## config.mk

```make
export PLATFORM = sky130hd
export DESIGN_NAME = fetch_unit
export DESIGN_NICKNAME = d
export VERILOG_FILES = /design/src/rtl/fetch_unit.sv
export SDC_FILE = /design/constraint.sdc
export NUM_CORES = 1
export LEC_CHECK = 0
export BUFFER_PORTS_ARGS = -buffer_cell sky130_fd_sc_hd__clkbuf_2
export CAP_MARGIN = 40
export CORE_MARGIN = 2
export CORE_UTILIZATION = 53
export DETAILED_ROUTE_END_ITERATION = 6
export PLACE_DENSITY = 0.83
export SETUP_SLACK_MARGIN = 0.15
export SLEW_MARGIN = 20
export SYNTH_ARGS = -nofsm -noshare
export SYNTH_HDL_FRONTEND = slang
export SYNTH_SLANG_ARGS = --single-unit
```

## constraint.sdc

```tcl
create_clock -name clk -period 6.92 [get_ports clk]
set_input_delay 1.384 -clock clk [delete_from_list [all_inputs] [get_ports clk]]
set_output_delay 1.384 -clock clk [all_outputs]
set_load 0.02 [all_outputs]
```

## src/rtl/fetch_unit.sv

```systemverilog
// fetch_unit: instruction fetch stage with an IF/ID output register.
//
// The fetch unit issues one instruction-memory read at a time, using the
// externally held PC as the address, and loads the PC register only when a
// read completes (or on a redirect while no read is in flight), so pc_i is
// stable for the whole life of a read. A one-entry skid buffer absorbs a
// response that arrives while decode is stalled.
//
// Ports:
//   clk, rst           clock, asynchronous active-high reset
//   pc_i               current PC (address of the read in flight)
//   pc_load_o/pc_next_o PC register load enable / value
//   imem_read_o/addr_o instruction memory read request / address
//   imem_rdata_i/resp_i instruction data / one-cycle completion strobe
//   stall_i            decode cannot accept, IF/ID must hold
//   redirect_i/redirect_pc_i branch/jump redirect pulse / target
//   ifid_valid_o/pc_o/instr_o IF/ID register contents
//
// state    | meaning
// ---------+-----------------------------------------------------------
// ST_REQ   | read at pc_i in flight, waiting for imem_resp_i
// ST_HOLD  | response captured in skid buffer, IF/ID still stalled
// ST_DISCARD | in-flight read is stale; pending target loads on its resp

module fetch_unit #(
    parameter int width = 32
) (
    input  logic             clk,
    input  logic             rst,
    input  logic [width-1:0] pc_i,
    output logic             pc_load_o,
    output logic [width-1:0] pc_next_o,
    output logic             imem_read_o,
    output logic [width-1:0] imem_addr_o,
    input  logic [width-1:0] imem_rdata_i,
    input  logic             imem_resp_i,
    input  logic             stall_i,
    input  logic             redirect_i,
    input  logic [width-1:0] redirect_pc_i,
    output logic             ifid_valid_o,
    output logic [width-1:0] ifid_pc_o,
    output logic [width-1:0] ifid_instr_o
);

    typedef enum logic [1:0] {
        ST_REQ     = 2'd0,
        ST_HOLD    = 2'd1,
        ST_DISCARD = 2'd2
    } state_t;

    localparam logic [width-1:0] PC_STEP = width'(4);

    state_t           state_q, state_d;
    logic             ifid_valid_q, ifid_valid_d;
    logic [width-1:0] ifid_pc_q, ifid_pc_d;
    logic [width-1:0] ifid_instr_q, ifid_instr_d;
    logic [width-1:0] skid_pc_q, skid_pc_d;
    logic [width-1:0] skid_instr_q, skid_instr_d;
    logic [width-1:0] pend_pc_q, pend_pc_d;

    logic             accept;
    logic             pc_load_c;
    logic [width-1:0] pc_next_c;

    assign accept       = !ifid_valid_q || !stall_i;
    assign imem_addr_o  = pc_i;
    assign imem_read_o  = !rst && (state_q != ST_HOLD);
    assign pc_load_o    = pc_load_c && !rst;
    assign pc_next_o    = pc_next_c;
    assign ifid_valid_o = ifid_valid_q;
    assign ifid_pc_o    = ifid_pc_q;
    assign ifid_instr_o = ifid_instr_q;

    always_comb begin
        state_d      = state_q;
        ifid_valid_d = ifid_valid_q;
        ifid_pc_d    = ifid_pc_q;
        ifid_instr_d = ifid_instr_q;
        skid_pc_d    = skid_pc_q;
        skid_instr_d = skid_instr_q;
        pend_pc_d    = pend_pc_q;
        pc_load_c    = 1'b0;
        pc_next_c    = pc_i + PC_STEP;

        // Decode consumed the current entry; refilled below if data arrives.
        if (accept) begin
            ifid_valid_d = 1'b0;
        end

        unique case (state_q)
            ST_REQ: begin
                if (redirect_i) begin
                    ifid_valid_d = 1'b0;
                    if (imem_resp_i) begin
                        pc_load_c = 1'b1;
                        pc_next_c = redirect_pc_i;
                    end else begin
                        pend_pc_d = redirect_pc_i;
                        state_d   = ST_DISCARD;
                    end
                end else if (imem_resp_i) begin
                    pc_load_c = 1'b1;
                    if (accept) begin
                        ifid_valid_d = 1'b1;
                        ifid_pc_d    = pc_i;
                        ifid_instr_d = imem_rdata_i;
                    end else begin
                        skid_pc_d    = pc_i;
                        skid_instr_d = imem_rdata_i;
                        state_d      = ST_HOLD;
                    end
                end
            end

            ST_HOLD: begin
                if (redirect_i) begin
                    ifid_valid_d = 1'b0;
                    skid_pc_d    = '0;
                    skid_instr_d = '0;
                    pc_load_c    = 1'b1;
                    pc_next_c    = redirect_pc_i;
                    state_d      = ST_REQ;
                end else if (accept) begin
                    ifid_valid_d = 1'b1;
                    ifid_pc_d    = skid_pc_q;
                    ifid_instr_d = skid_instr_q;
                    state_d      = ST_REQ;
                end
            end

            ST_DISCARD: begin
                if (redirect_i) begin
                    ifid_valid_d = 1'b0;
                    pend_pc_d    = redirect_pc_i;
                end
                if (imem_resp_i) begin
                    pc_load_c = 1'b1;
                    pc_next_c = redirect_i ? redirect_pc_i : pend_pc_q;
                    state_d   = ST_REQ;
                end
            end

            default: begin
                state_d = ST_REQ;
            end
        endcase
    end

    always_ff @(posedge clk or posedge rst) begin
        if (rst) begin
            state_q      <= ST_REQ;
            ifid_valid_q <= 1'b0;
            ifid_pc_q    <= '0;
            ifid_instr_q <= '0;
            skid_pc_q    <= '0;
            skid_instr_q <= '0;
            pend_pc_q    <= '0;
        end else begin
            state_q      <= state_d;
            ifid_valid_q <= ifid_valid_d;
            ifid_pc_q    <= ifid_pc_d;
            ifid_instr_q <= ifid_instr_d;
            skid_pc_q    <= skid_pc_d;
            skid_instr_q <= skid_instr_d;
            pend_pc_q    <= pend_pc_d;
        end
    end

endmodule
```

==> impl_metrics.toml <==
[outcome]
outcome = "completed"

[power_and_ir_drop]
p_per_area_nw_per_um2 = 282
vdd_drop_max_v = 0.000169
p_leak_nw = 5.12
power_mw = 2.87

[clocking]
htreeDepth = 4
ctsResizeCount = 0
clkSlewWorstSetupHoldPaths_ns = 0.06
cts_max_path_buffers = 2
cts_made_buffers = 17
ctsHoldBuffers = 0
cts_num_sinks = 163
cts_tree = "done"
cts_setup_buffers = 0
clk_latency_ns = 0.43
root_buffer = "clkbuf_16"

[grt]
overflow = 0
grt_antenna_before_repair = 0
grt_pass1_vias = 6853
track_usage_pct = 26.9
grt_max_degree = 75
grt_pass1_wl_mm = 35.6

[critical_path]
cp-endpoint = "pc_next_o[4]"
rrSetupSlack_ns = 4.27
worstPathArrival_ns = 3.52
worstRegToRegCells = 5
crit_type = "in2out"
r2r-start = "state_q[0]"
cp-startpoint = "redirect_i"
cp-start-kind = "primary input"
critPathCaptureType = "primary output"
rr_endpoint = "ifid_pc_o[8]"
cp.required_ns = 5.54
crit_fanout = 33

[logic_synthesis]
syn_area_per_cell_um2 = 9.10
synth_top_family_by_area = "compound AO/OA/AOI/OAI gates"
synth_area_um2 = 8450
synth-simple-area-share_pct = 15.5
synth_compound_area_share_pct = 22.0
synth_xor_area_share_pct = 2.80
ys_seq_elements = 163
synth_fp_nets = 1030
synth-async-reset-ratio_pct = 100
synthCells = 928
yosys-top-cells-area = "dfrtp_1, nand2_1, a21o_1"
ys_seq_area_share_pct = 48.3
muxShareOfSynthArea_pct = 4.53
synth_top_area_cell = "dfrtp_1"
netlist.area_leader.share_pct = 48.3
synth_edf_count = 0
ys_warn_count = 0
synth_cell_type_count = 45
yosys_most_used_dff = "dfrtp_1"
synthAdderAreaFrac_pct = 0.148

[cells_and_area]
final_nets = 1196
layout-drive-gt1-share_pct = 29.4
n_antenna_cell = 0
final_cell_mix = "clkbuf_2, nand2_1, dfrtp_1"
num-fill-cells = 1294
syn_to_final_growth_pct = 20.7
final_common_cell = "clkbuf_2"
final_cell_count_no_fill = 1323

[floorplanning]
die_h_um = 130
rows = 46
dieArea_um2 = 17000
pin_count = 232
die_x_um = 130
initial_core_util_pct = 53.8
core_um2 = 15700

[timing]
finalHoldViolations = 0
fin_setup_tns_ns = 0
finalCriticalPeriod_ns = 4.91
setup_viol = 0
max_slew_margin_pct = 47.1
worst_pin_slew_ns = 0.794
rsz0062_at_grt = "no"
drv_slew = 0
fin_ws_ns = 2.01
fin_skew_ns = 0.0123
max_freq_mhz = 204
fin_crit_sh_pct = 70.9

[placement]
hpwlAfterDp_mm = 15.1
dp_slack_ns = 1.66
dpl.cell_count = 1288
routabilityCongestion = 0.869
io_buffers = 231

[routing]
ant_nets = 0
wire_per_inst_um = 17.0
dr_total_vias = 7477
drc = 0
vias_per_cell = 5.65
dr.first_iter.drc_count = 648
routed_wl_mm = 22.5
first_pass_iters = 5

[flow_run]
maxCapViolCount = 0

[hold_path]
worstHoldPathType = "reg2reg"
power by group:
part,switching [mW],internal [mW]
combinational,0.351,0.220
sequential,0.0958,1.12
clock,0.417,0.664
total,0.864,2.01
routing by layer:
metal	up-vias	track usage, %	wire length [um]
met5	-	0	0
met4	0	7.53	287
met2	267	43.9	11000
met3	23	5.86	1460
li1	3528	-	-
met1	3659	36.4	9770
kinds of logic (layout without fill, tap and decap cells):
logic type / Yosys count / count (layout)
AND/OR/NAND/NOR: 303 / 303
AO/OA/AOI/OAI: 295 / 295
flip-flops: 163 / 163
buffers and inverters: 105 / 284
multiplexers: 34 / 34
XOR/XNOR: 27 / 27
adder cells (fa/ha/maj): 1 / 1
critical path, cell delays in order:
cell and delay, ns:
clkbuf_2 0.26, buf_16 0.23, inv_1 0.28, nor2_2 0.65, buf_4 0.33, a22oi_1 0.10
o21ai_0 0.08, clkbuf_2 0.19
sequential cells by signal, indices dropped and copies added, names as in the netlist:
| register | cells |
|---|---|
| ifid_pc_o | 32 |
| skid_pc_q | 32 |
| skid_instr_q | 32 |
| ifid_instr_o | 32 |
| state_q | 2 |
| pend_pc_q | 32 |
| ifid_valid_o | 1 |
synth_stat cells (7+ instances only):
library cell and number:
buf_4 36, xor2_1 9, o221ai_1 15, a22oi_1 34, xnor2_1 18, buf_2 24
nand3_1 9, clkbuf_1 34, nor2_1 28, mux2_2 32, nor2b_1 15, a21oi_1 75
dfrtp_1 163, nor3_1 9, nand2_1 219, a21o_1 62, o21ai_0 92, inv_1 7
stage by stage:
stage | hold slack [ns] | utilization (%) | instance area [um^2]
final | 0.476 | 64.9 | 10200
after global routing | 0.486 | 64.9 | 10200
after CTS | 0.480 | 64.6 | 10200
after detailed placement | 0.464 | 60.4 | 9480
after global placement | 0.458 | 60.0 | 9430
after floorplan | 0.450 | - | 8450
final cells by class:
class	count	area (um^2)	share of cell area (%)
Tap cell	216	270	2.65
Clock inverter	14	235	2.31
Inverter	7	31.3	0.307
Timing Repair Buffer	245	1320	13.0
Sequential cell	163	4080	40.0
Multi-Input combinational cell	660	3820	37.5
Clock buffer	18	439	4.31
worst min-delay path by stage:
stage | start | endpoint | slack, ns | cells after the start
final | ifid_instr_o[4] | ifid_instr_o[4] | 0.48 | 1
after global routing | ifid_pc_o[26] | ifid_pc_o[26] | 0.49 | 1
after CTS | ifid_pc_o[13] | ifid_pc_o[13] | 0.48 | 1
after detailed placement | ifid_instr_o[23] | ifid_instr_o[23] | 0.46 | 1
after global placement | ifid_instr_o[1] | ifid_instr_o[1] | 0.46 | 1
after floorplan | skid_instr_q[0] | skid_instr_q[0] | 0.45 | 2
Power figures use the tool's default switching activity.
